[config.mk]
export PLATFORM = sky130hd
export DESIGN_NAME = flit_queue_reader
export DESIGN_NICKNAME = d
export VERILOG_FILES = /design/src/rtl/flit_queue_reader.sv
export SDC_FILE = /design/constraint.sdc
export NUM_CORES = 1
export LEC_CHECK = 0
export ABC_AREA = 1
export BUFFER_PORTS_ARGS = -buffer_cell sky130_fd_sc_hd__buf_2
export CAP_MARGIN = 40
export CORE_MARGIN = 2
export CORE_UTILIZATION = 30
export DETAILED_ROUTE_END_ITERATION = 16
export GPL_TIMING_DRIVEN = 0
export PLACE_DENSITY = 0.49
export SYNTH_ARGS = -nofsm -noshare
export SYNTH_HDL_FRONTEND = slang
export SYNTH_SLANG_ARGS = --single-unit
export TNS_END_PERCENT = 20
[constraint.sdc]
create_clock -name clk -period 3 [get_ports clk]
set_input_delay 0.6 -clock clk [delete_from_list [all_inputs] [get_ports clk]]
set_output_delay 0.6 -clock clk [all_outputs]
set_load 0.1 [all_outputs]
[src/rtl/flit_queue_reader.sv]
// flit_queue_reader: first-word-fall-through flit queue between a router input
// channel and the switch allocator.
//
// Ports:
//   clk          - clock, all state updates on the rising edge
//   rst          - synchronous, active-high reset
//   write_en_i   - push request; write_data_i captured when accepted
//   write_data_i - flit to enqueue
//   full_o       - queue holds DEPTH flits (upstream flow control)
//   valid_o      - head flit present on read_data_o
//   read_data_o  - head flit, all-zero when empty
//   yumi_i       - consumer pops the head this cycle
//   count_o      - number of stored flits, 0..DEPTH
//   overflow_o   - sticky: write attempted while full and not popping
//   underflow_o  - sticky: yumi_i asserted while empty
module flit_queue_reader #(
    parameter int unsigned WIDTH = 34,
    parameter int unsigned DEPTH = 4,
    parameter int unsigned CNT_W = $clog2(DEPTH + 1)
) (
    input  logic             clk,
    input  logic             rst,
    input  logic             write_en_i,
    input  logic [WIDTH-1:0] write_data_i,
    output logic             full_o,
    output logic             valid_o,
    output logic [WIDTH-1:0] read_data_o,
    input  logic             yumi_i,
    output logic [CNT_W-1:0] count_o,
    output logic             overflow_o,
    output logic             underflow_o
);

    localparam int unsigned PTR_W = $clog2(DEPTH);

    logic [WIDTH-1:0] mem_q [DEPTH];
    logic [PTR_W-1:0] wr_ptr_q, wr_ptr_d;
    logic [PTR_W-1:0] rd_ptr_q, rd_ptr_d;
    logic [CNT_W-1:0] count_q, count_d;
    logic             overflow_q, overflow_d;
    logic             underflow_q, underflow_d;
    logic             push, pop;

    // Flags come only from registered state, so the head is stable for the
    // whole cycle regardless of what the consumer does.
    assign valid_o     = (count_q != '0);
    assign full_o      = (count_q == CNT_W'(DEPTH));
    assign read_data_o = valid_o ? mem_q[rd_ptr_q] : '0;
    assign count_o     = count_q;
    assign overflow_o  = overflow_q;
    assign underflow_o = underflow_q;

    // A pop frees the head slot in the same cycle, so a full queue can still
    // accept a write alongside it. No bypass when empty.
    assign pop  = yumi_i && valid_o;
    assign push = write_en_i && (!full_o || pop);

    always_comb begin
        wr_ptr_d    = wr_ptr_q;
        rd_ptr_d    = rd_ptr_q;
        count_d     = count_q;
        overflow_d  = overflow_q;
        underflow_d = underflow_q;

        if (push) begin
            wr_ptr_d = wr_ptr_q + 1'b1;  // power-of-two depth: natural wrap
        end
        if (pop) begin
            rd_ptr_d = rd_ptr_q + 1'b1;
        end

        if (push && !pop) begin
            count_d = count_q + 1'b1;
        end else if (pop && !push) begin
            count_d = count_q - 1'b1;
        end

        if (write_en_i && full_o && !pop) begin
            overflow_d = 1'b1;
        end
        if (yumi_i && !valid_o) begin
            underflow_d = 1'b1;
        end
    end

    always_ff @(posedge clk) begin
        if (rst) begin
            wr_ptr_q    <= '0;
            rd_ptr_q    <= '0;
            count_q     <= '0;
            overflow_q  <= 1'b0;
            underflow_q <= 1'b0;
        end else begin
            wr_ptr_q    <= wr_ptr_d;
            rd_ptr_q    <= rd_ptr_d;
            count_q     <= count_d;
            overflow_q  <= overflow_d;
            underflow_q <= underflow_d;
        end
    end

    // Storage is deliberately not reset; valid_o masks stale contents.
    always_ff @(posedge clk) begin
        if (!rst && push) begin
            mem_q[wr_ptr_q] <= write_data_i;
        end
    end

endmodule
# Yosys cells after proc, flatten, opt, wreduce, memory -nomap -nowiden
# Memories as Yosys holds them, arrays and structs flattened. A register that Yosys moved wholly into a read port is not among the register bits.
# Index checks and enable logic that the tools add are counted.
# op_classes
reduce_logical	16
muxes	7
eq_ne	1
addsub	4
# ops
operator	count
$mux W34	1
$logic_and A1 B1 Y1	8
$mux W3	2
$logic_not A1 Y1	5
$add A2 B1 Y2 const B	2
$mux W2	2
$add A3 B1 Y3 const B	1
$eq A3 B3 Y1 const B	1
$reduce_bool A3 Y1	1
$sub A3 B1 Y3 const B	1
$mux W1	2
$reduce_bool A2 Y1	1
$logic_or A1 B1 Y1	1
# totals
n_memories	1
wordCells	34
output_inout_bits	41
mem_bits_rw	136
regBits	9
# mem_list
memory	words	word_bits	read_ports	rd_clocked_by_memory_dff	write_ports	line	source
mem_q	4	34	1	1	1	36	logic [WIDTH-1:0] mem_q [DEPTH];

# Depth between registers and ports, before layout
# depth
ltp_word	8
depth_mapped	13

# Worst setup path after synthesis
# Ideal clock, no wire load.
# synth_timing
path_type	flip-flop to output port
start	register count_q[2] (netlist: count_o[2])
end	output read_data_o[10]
stages_incl_launch_ff	6
required_ns	2.400
arrival_time_ns	3.478
path_slack_ns	-1.078
path_cell_list	dfxtp_1 -> inv_1 -> nand2_2 -> inv_2 -> buf_2 -> a21oi_1
# synth_between
elab_chain_len	2
# synth_lines
element	line	source
from (decl)	39	logic [CNT_W-1:0] count_q, count_d;
from (signal assigned)	96	count_q <= count_d;
$reduce_bool A3 Y1	46	assign valid_o = (count_q != '0);
net valid_o	26	output logic valid_o,
$mux W34	48	assign read_data_o = valid_o ? mem_q[rd_ptr_q] : '0;
to (decl)	27	output logic [WIDTH-1:0] read_data_o,
# The timed path passes the listed nets, and every way through them passes these cells.

==> results.md <==
* Distinct cells, synth at 25
* CP endpoint kind: primary output
* Critical path's top delay family: buffers and inverters
* Crit path cell chain: buf_6 -> inv_4 -> clkbuf_1 -> o21ai_0 -> a21oi_4 -> buf_2
* Synth warn at 0
* Worst path arrival time at 2.27 ns
* 1st-iter DRT viols at about 180
* Starting Density at 0.3029
* Final setup fails at 0
* Buffers & Inverters on Critical Path at 4
* Register area share after synthesis at 0.7350
* CP Max Fanout at 10
* Fin crit period at approximately 2.9 ns
* Slowest cell on crit path: buf_2
* Max_cap viols at 0
* Period utilisation layout at 0.9568
* First-pass GRT wire length at ~21 mm
* Post-Syn Area at 0.005856 mm^2
* Wirelength per Cell at between 15 and 20 um
* Largest net degree at the start of global routing at 22
* First drt pass iteration count at 4
* Flops & latches, synth at around 150
* Clk sinks at approximately 150
* Status: complete, no violations
* Row cnt at 51
* CTS Buf Count at 17
* CP Data Required Time at between 2 and 2.5 ns
* Grt ovf at 0
* Setup Buffers After CTS at 0
* Final hold vios at 0
* Post-Synthesis Cells at 481
* Vias at just under 4k
* Syn avg cell area at 12.17 um^2
* Post-DR vias/cell at about 4.5
* Post-DRT Antenna Nets at 0
* Worst Skew at 0.009940 ns
* Longest Clk Path Bufs at 2
* Global placement routability congestion at roughly 0.70
* Initial antenna violation count at 1
* Area delta synth->final at 30.49%
* Worst skew pair latency at approximately 0.42 ns
* Max layer used: met4
* Tightest Pin Transition at 0.6407 ns
* Core area at 0.01933 mm^2
* Met3 WL at ~650 um
* Drc violations at 0
* Maximum clock frequency at 348.4 MHz
* Syn Nets at around 530
* Largest stage delay, worst path at roughly 0.45 ns
* H-tree Lvls at 4
* Via count of the first global-routing pass at approximately 3.8k
* Met2 Wirelength at 6.889 mm
* Kind of critical path: reg2out
* Met1 Routed Length at approximately 6.3 mm
* Share of layout cells above drive strength 1 at 0.3059
* CTS tree: done
* Port Buf Inserts at 78
* Post-DP HPWL at roughly 9 mm
* Die area at between 0.02 and 0.025 mm^2
* Die span in y at between 100 and 150 um
* Final WL at about 14 mm
* DIE WIDTH at around 140 um
* Worst setup SP type: flop
* Clk root buf: clkbuf_16
* Final Instance Area at ~0.0076 mm^2
* Hold Path Class: in2reg
* Slew Limit Fails at 0
* Overall Global Routing Usage at 0.1408
* I/O pin count at around 80
* RSZ-0062 raised after global routing: true
* Placed cell area at 0.007064 mm^2
* Slew HR at 0.5729
* Post-layout nets at between 600 and 700
* Clk slew on worst S/H paths at about 0.060 ns
cells by family (layout without fill, tap and decap cells):
family | after synthesis | count (layout) | synth area share
xor gates and xnor gates | 1 | 1 | 0.001496
adders and majority gates | 6 | 6 | 0.01410
and+or+nand+nor | 172 | 172 | 0.1130
AOI/OAI and AO/OA | 110 | 110 | 0.09445
other | 0 | 1 | 0
DFF | 147 | 147 | 0.7350
buffers and inverters | 45 | 159 | 0.04188
cells in the mapped netlist (all sizes together):
cell    count  area (um^2)
a21oi      40        200.2
buf        20        147.6
clkbuf      5        20.01
dfxtp      11        220.2
edfxtp    136         4084
fa          1        20.02
ha          5        62.56
inv        20        77.58
nand2      15        58.81
nand3       6        30.03
nand4       1        6.260
nor2      149        561.8
nor3        1        5.000
o21a        1        7.510
o21ai      69        345.3
xor2        1        8.760
repair_timing:
item / CTS / global route
resized for setup: 0 / 4
setup endpoints to repair: 0 / 10
hold buffers: 0 / 0
hold endpoints to repair: 0 / 0
stage by stage:
step	setup TNS [ns]	hold WS [ns]	util	worst slack [ns]	std cells
CTS	0	0.3763	0.3947	0.001502	860
floorplan	-7.348	0.4594	-	-0.05403	481
detailed placement	0	0.4439	0.3654	0.4706	828
finish	0	0.3946	0.3952	0.1295	861
global route	-0.0005822	0.3748	0.3951	-0.0005822	860
global placement	-178.63	0.4467	0.3589	-1.348	824
registers in the layout, indices dropped and copies added, names as in the netlist, named ones only:
name         flops
wr_ptr_q         2
mem_q          136
underflow_o      1
rd_ptr_q         2
count_o          3
overflow_o       1
layer usage:
layer,up-vias,global-route usage
li1,1884,-
met1,1868,0.1768
met2,85,0.2328
met3,16,0.03765
met4,0,0.05418
met5,-,0
path summary, 6_finish.rpt:
check / startpoint / endpoint / slack (ns) / cells past startpoint
max: flop / read_data_o[11] / 0.13 / 6
min: write_data_i[14] / mem_q[1][14] / 0.39 / 1
max reg2reg: count_o[1] / mem_q[1][18] / 0.90 / 7
min reg2reg: overflow_o / overflow_o / 0.45 / 2
area by class of cell:
cell class	count	area, um^2
Sequential cell	147	4308
Multi-Input combinational cell	289	1694
Antenna cell	1	2.502
Fill cell	1821	11690
Timing Repair Buffer	82	490.5
Clock buffer	17	425.4
Inverter	20	77.57
Tap cell	265	331.6
Clock inverter	15	142.6
Buffer	25	168.9
placed cells by master (no fill, tap or decap):
cell	netlist	layout
nand2_2	1	1
buf_16	0	2
nor2_1	148	144
o21ai_1	20	20
buf_12	0	2
xor2_1	1	1
ha_1	5	5
fa_1	1	1
clkinv_1	0	1
bufinv_16	0	2
dfxtp_2	0	3
clkbuf_1	4	3
clkinv_4	0	1
nor2_4	0	4
edfxtp_1	136	136
nand2_1	14	14
o21a_1	1	1
inv_2	2	2
clkbuf_16	0	17
clkinvlp_4	0	6
buf_8	1	1
o21ai_0	49	49
clkbuf_2	1	2
clkbuf_4	0	2
a21oi_2	0	4
nor2_2	1	1
inv_4	1	1
inv_1	17	17
a21oi_4	0	30
a21oi_1	40	6
dfxtp_1	11	8
nor3_2	0	1
buf_6	4	4
diode_2	0	1
buf_2	10	86
clkinv_2	0	5
nand4_1	1	1
nand3_1	6	6
buf_4	5	5
Power is left out: the tool's default activity adds up to more than one toggle a clock period on the data nets, which glitch-free logic cannot reach.
